[src/rtl/vga_pkg.sv]
// vga_pkg: shared VGA timing constants, framebuffer defaults and the writer request type
package vga_pkg;
  localparam int H_ACTIVE = 640;
  localparam int V_ACTIVE = 480;
  localparam int DATA_W_DEF = 8;
  localparam int FB_W_DEF = 160;
  localparam int FB_H_DEF = 120;
  localparam int PIX_SHIFT_DEF = 2;
  localparam int ADDR_W_DEF = 15;
  typedef struct packed {
    logic [ADDR_W_DEF-1:0] addr;
    logic [DATA_W_DEF-1:0] data;
  } wr_req_t;
endpackage

[src/rtl/vram_wq.sv]
// vram_wq: in-order synchronous write-request FIFO; pushes while full and pops while empty are ignored
module vram_wq #(
  parameter int DEPTH = 4,
  parameter int W = 23
) (
  input  logic                         clk,
  input  logic                         rst,
  input  logic                         push,
  input  logic                         pop,
  input  logic [W-1:0]                 din,
  output logic [W-1:0]                 dout,
  output logic                         full,
  output logic                         empty,
  output logic [$clog2(DEPTH+1)-1:0]   count
);
  localparam int AW = $clog2(DEPTH);
  localparam int CW = $clog2(DEPTH+1);
  logic [W-1:0] mem [DEPTH];
  logic [AW-1:0] wp, rp;
  logic do_push, do_pop;
  assign full = count == CW'(DEPTH);
  assign empty = count == '0;
  assign do_push = push & !full;
  assign do_pop = pop & !empty;
  assign dout = mem[rp];
  // entry storage needs no reset; occupancy is tracked by count
  always_ff @(posedge clk)
    if (do_push) mem[wp] <= din;
  // pointers wrap naturally because DEPTH is a power of two
  always_ff @(posedge clk or negedge rst)
    if (!rst) begin
      wp <= '0;
      rp <= '0;
      count <= '0;
    end else begin
      if (do_push) wp <= wp + AW'(1);
      if (do_pop) rp <= rp + AW'(1);
      count <= count + CW'(do_push) - CW'(do_pop);
    end
endmodule

[src/rtl/vram_arbiter.sv]
// vram_arbiter: VGA scan-out / pixel-writer framebuffer arbiter; VRAM_BLANK_ONLY_EN restricts writes to blanking
module vram_arbiter
  import vga_pkg::*;
#(
  parameter int DATA_W = DATA_W_DEF,
  parameter int FB_W = FB_W_DEF,
  parameter int FB_H = FB_H_DEF,
  parameter int PIX_SHIFT = PIX_SHIFT_DEF,
  parameter int ADDR_W = ADDR_W_DEF,
  parameter int WQ_DEPTH = 4
) (
  input  logic                            clk,
  input  logic                            rst,
  input  logic                            strobe,
  input  logic                            active,
  input  logic [9:0]                      xpos,
  input  logic [9:0]                      ypos,
  input  logic                            wr_valid,
  output logic                            wr_ready,
  input  logic [ADDR_W-1:0]               wr_addr,
  input  logic [DATA_W-1:0]               wr_data,
  output logic [ADDR_W-1:0]               mem_addr,
  output logic                            mem_we,
  output logic [DATA_W-1:0]               mem_wdata,
  input  logic [DATA_W-1:0]               mem_rdata,
  output logic [DATA_W-1:0]               pixel,
  output logic                            pixel_valid,
  output logic [$clog2(WQ_DEPTH+1)-1:0]   wq_count
);
  localparam logic [ADDR_W:0] FB_SIZE = (ADDR_W+1)'(FB_W * FB_H);
  logic display, drain_ok, wslot, push, full, empty, s1_v, s1_a;
  logic [ADDR_W+DATA_W-1:0] head;
  logic [ADDR_W-1:0] disp_addr, head_addr;
  logic [DATA_W-1:0] head_data;
  assign display = strobe & active;
`ifdef VRAM_BLANK_ONLY_EN
  assign drain_ok = !active;
`else
  assign drain_ok = 1'b1;
`endif
  assign wslot = !display & !empty & drain_ok;
  assign wr_ready = !full;
  assign push = wr_valid & wr_ready & ({1'b0, wr_addr} < FB_SIZE);
  assign {head_addr, head_data} = head;
  assign disp_addr = ADDR_W'(ypos >> PIX_SHIFT) * ADDR_W'(FB_W) + ADDR_W'(xpos >> PIX_SHIFT);
  assign mem_we = wslot;
  assign mem_addr = display ? disp_addr : wslot ? head_addr : '0;
  assign mem_wdata = wslot ? head_data : '0;
  vram_wq #(.DEPTH(WQ_DEPTH), .W(ADDR_W + DATA_W)) u_wq (
    .clk(clk),
    .rst(rst),
    .push(push),
    .pop(wslot),
    .din({wr_addr, wr_data}),
    .dout(head),
    .full(full),
    .empty(empty),
    .count(wq_count)
  );
  // two-stage strobe tag pipeline aligned with the synchronous memory read
  always_ff @(posedge clk or negedge rst)
    if (!rst) begin
      s1_v <= 1'b0;
      s1_a <= 1'b0;
      pixel_valid <= 1'b0;
      pixel <= '0;
    end else begin
      s1_v <= strobe;
      s1_a <= strobe & active;
      pixel_valid <= s1_v;
      if (s1_v) pixel <= s1_a ? mem_rdata : '0;
    end
endmodule

[config.mk]
export PLATFORM = sky130hd
export DESIGN_NAME = vram_arbiter
export DESIGN_NICKNAME = d
export VERILOG_FILES = /design/src/rtl/vga_pkg.sv /design/src/rtl/vram_wq.sv /design/src/rtl/vram_arbiter.sv
export SDC_FILE = /design/constraint.sdc
export NUM_CORES = 1
export LEC_CHECK = 0
export CORE_MARGIN = 5
export CORE_UTILIZATION = 45
export DETAILED_ROUTE_END_ITERATION = 8
export PLACE_DENSITY = 0.69
export RECOVER_POWER = 25
export SLEW_MARGIN = 15
export SYNTH_ARGS = -nofsm -noshare
export SYNTH_HDL_FRONTEND = slang
export SYNTH_HIERARCHICAL = 1
export SYNTH_SLANG_ARGS = --single-unit
[constraint.sdc]
create_clock -name clk -period 4.4 [get_ports clk]
set_input_delay 0.44 -clock clk [delete_from_list [all_inputs] [get_ports clk]]
set_output_delay 0.44 -clock clk [all_outputs]
set_load 0.02 [all_outputs]
==> results.sh <==
export IMPL_area_delta_synth_final_pct=26.4
export IMPL_crit_arrival_ns=3.52
export IMPL_hold_viol_final=0
export IMPL_crit_path_start_kind="primary input"
export IMPL_wl_mm=9.78
export IMPL_overflow=0
export IMPL_slew_viol_final=0
export IMPL_drcViolationCount=0
export IMPL_cts_tree="done"
export IMPL_end_kind="primary output"
export IMPL_clockBufferDepth=2
export IMPL_grt_pass1_vias=3106
export IMPL_drive_gt1_share_pct=11.6
export IMPL_via_count=2931
export IMPL_setup_viol=0
export IMPL_die_y_um=116
export IMPL_grtUsageTotal_pct=15.3
export IMPL_routabilityCongestion=0.748
export IMPL_drt_vias_per_instance=5.30
export IMPL_status="completed"
export IMPL_syn_avg_cell_area_um2=16.2
export IMPL_syn_cell_area_um2=5060
export IMPL_worst_slew_pin_slew_ns=1.16
export IMPL_slew_headroom_pct=22.4
export IMPL_grt_max_degree=26
export IMPL_row_count=38
export IMPL_cts_sinks=110
export IMPL_die_area_um2=13500
export IMPL_initial_core_util_pct=46.3
export IMPL_path_max_fanout=3
export IMPL_synth_flop_cell="edfxtp_1"
export IMPL_tns_ns=0
export IMPL_drtIter0Drc=110
export IMPL_path_delay_family="buffers and inverters"
export IMPL_io_pins=93
export IMPL_worstPathBufferInverterCount=3
export IMPL_fin_nets=488
export IMPL_crit_required_ns=3.96
export IMPL_crit_chain="clkdlybuf4s50_1 > ha_1 > ha_1 > inv_1 > fa_1 > nor2b_1 > o31ai_1 > xnor2_1 > nand3_1 > xor2_1 > o21ai_1 > clkdlybuf4s50_1"
export IMPL_critPathKind="primary input to primary output"
export IMPL_synth_cells=312
export IMPL_ys_seq_area_share_pct=63.5
export IMPL_yosysWarnings=6
export IMPL_fin_util_pct=58.5
export IMPL_numPortBuffers=88
export IMPL_fin_crit_sh_pct=89.9
export IMPL_dieWidth_um=116
export IMPL_cts_setup_buffers=0
export IMPL_antenna_cells=0
export IMPL_yosysUniqueCellTypes=45
export IMPL_dp_hpwl_mm=6.58
export IMPL_cp_slowest_cell="clkdlybuf4s50_1"
export IMPL_grt_pass1_wl_mm=15.7
export IMPL_post_cts_resized=0
export IMPL_irDropWorstVdd_mv=0.259
export IMPL_hold_class="flip-flop to flip-flop"
export IMPL_numCtsBuffers=9
export IMPL_max_stage_delay_ns=0.63
export IMPL_cts_hold_buf=0
export IMPL_leakage_uw=0.00231
export IMPL_synth_edf_count=92
export IMPL_rsz0062_at_grt="false"
export IMPL_pwr_density_cell_nw_per_um2=557
export IMPL_fmax_mhz=253
export IMPL_fin_crit_ns=3.96
export IMPL_wl_per_cell_um=17.7
export IMPL_antenna_found_initial=0
export IMPL_coreArea_um2=10900
export IMPL_drtPass1Iterations=4
export IMPL_ys_ff_latch=110
export IMPL_cts_root_buffer="clkbuf_16"
export IMPL_clock_skew_ns=0.00949
export IMPL_syn_nets=392
export IMPL_synth_async_reset_ratio_pct=16.4
export IMPL_htree_levels=3
export IMPL_clock_latency_ns=0.34
export IMPL_cap_violations=0
export IMPL_clk_pin_slew_ns=0.08
export IMPL_ant_nets=0
-- flip-flops by register name (all words and copies together) (netlist names) --
| name | cells |
|---|---|
| s1_v | 1 |
| u_wq/count | 3 |
| u_wq/mem | 92 |
| s1_a | 1 |
| pixel | 8 |
| u_wq/rp | 2 |
| pixel_valid | 1 |
| u_wq/wp | 2 |
-- synth_stat cells, types with 2 or more instances --
master	n	area, um2
edfxtp_1	92	2760
nand2_1	9	33.8
o311ai_0	2	17.5
buf_2	3	15.0
nand3_1	10	50.1
buf_12	2	40.0
o21ai_0	3	15.0
dfrtp_1	18	450
mux4_1	5	131
o31ai_1	3	22.5
nor2_1	10	37.5
nor2b_1	4	25.0
xnor2_1	10	87.6
a22o_1	6	52.6
xor2_1	3	26.3
a211oi_1	2	15.0
mux4_2	18	405
inv_1	23	86.3
and2_1	9	56.3
o211ai_1	3	22.5
o21ai_1	16	80.1
a31oi_1	2	12.5
nand3b_1	5	37.5
and3b_1	4	35.0
clkbuf_1	3	11.3
nand2b_1	5	31.3
ha_1	21	263
nand4bb_1	2	22.5
fa_1	3	60.1
-- cell usage in the layout, fill, tap and decap left out, types with 9 or more instances in the layout --
cell type	n
nand2_1	9
inv_1	23
nand3_1	10
dlygate4sd3_1	17
nor2_1	10
xnor2_1	10
o21ai_1	16
dfrtp_1	18
ha_1	21
clkdlybuf4s50_1	71
mux4_2	18
and2_1	9
edfxtp_1	92
clkbuf_16	9
-- path summary, 6_finish.rpt --
path | depth (start not counted) | endpoint | slack [ns] | startpoint
setup reg to reg | 11 | u_wq/count[2]$_DFF_PN0_ | 1.62 | u_wq/count[1]$_DFF_PN0_
min in group asynchronous | 1 | pixel[2]$_DFFE_PN0P_ | 0.56 | rst
max in group asynchronous | 1 | u_wq/wp[1]$_DFFE_PN0P_ | 3.34 | rst
hold / removal | 2 | pixel[1]$_DFFE_PN0P_ | 0.51 | pixel[1]$_DFFE_PN0P_
hold reg to reg | 2 | pixel[1]$_DFFE_PN0P_ | 0.51 | pixel[1]$_DFFE_PN0P_
setup / recovery | 12 | mem_addr[13] | 0.44 | ypos[3]
-- worst reg2reg max path, delay by kind of cell, from the launching register on --
kind	cells	cell delay (ns)
and+or+nand+nor	2	0.63
buffers and inverters	3	0.33
AOI/OAI and AO/OA	1	0.10
DFF	1	0.49
xor gates and xnor gates	2	0.31
adders and majority gates	3	0.83
-- per-layer routing --
layer  track usage [%]  vias up  wire [um]
met5                 0        -          0
li1                  -     1394          -
met2              26.5       77       4910
met3              4.23       13        621
met4              4.18        0        132
met1              18.9     1447       4110
-- through the flow --
stage	std cells	total power (uW)	setup slack, ns	hold WS (ns)	area [um2]
floorplan	312	2310	1.49	0.144	5060
global placement	537	2780	0.423	0.501	6090
detailed placement	537	2810	0.412	0.504	6090
CTS	553	3620	0.412	0.516	6400
global route	553	3770	0.195	0.546	6400
finish	553	3570	0.445	0.514	6400
-- logic make-up (layout without fill, tap and decap cells) --
| group | after synthesis | in the layout | synth area share [%] |
|---|---|---|---|
| AOI/OAI and AO/OA | 42 | 42 | 5.68 |
| xor gates and xnor gates | 14 | 14 | 2.57 |
| and+or+nand+nor | 65 | 65 | 7.88 |
| DFF | 110 | 110 | 63.5 |
| adders and majority gates | 24 | 24 | 6.38 |
| buffers and inverters | 34 | 135 | 3.41 |
| muxes | 23 | 23 | 10.6 |
-- power breakdown --
part           switching, uW  internal, uW
sequential               124          1290
clock                    395           409
combinational            652           701
-- area by class of cell --
| type | instances | area, um2 |
|---|---|---|
| clock inverters | 7 | 86.3 |
| fillers | 888 | 4540 |
| flip-flops and latches | 110 | 3210 |
| inverters | 24 | 90.1 |
| well taps | 140 | 175 |
| repair buffers | 95 | 933 |
| clock buffers | 9 | 225 |
| multi-input cells | 168 | 1680 |
Power figures use the tool's default switching activity.
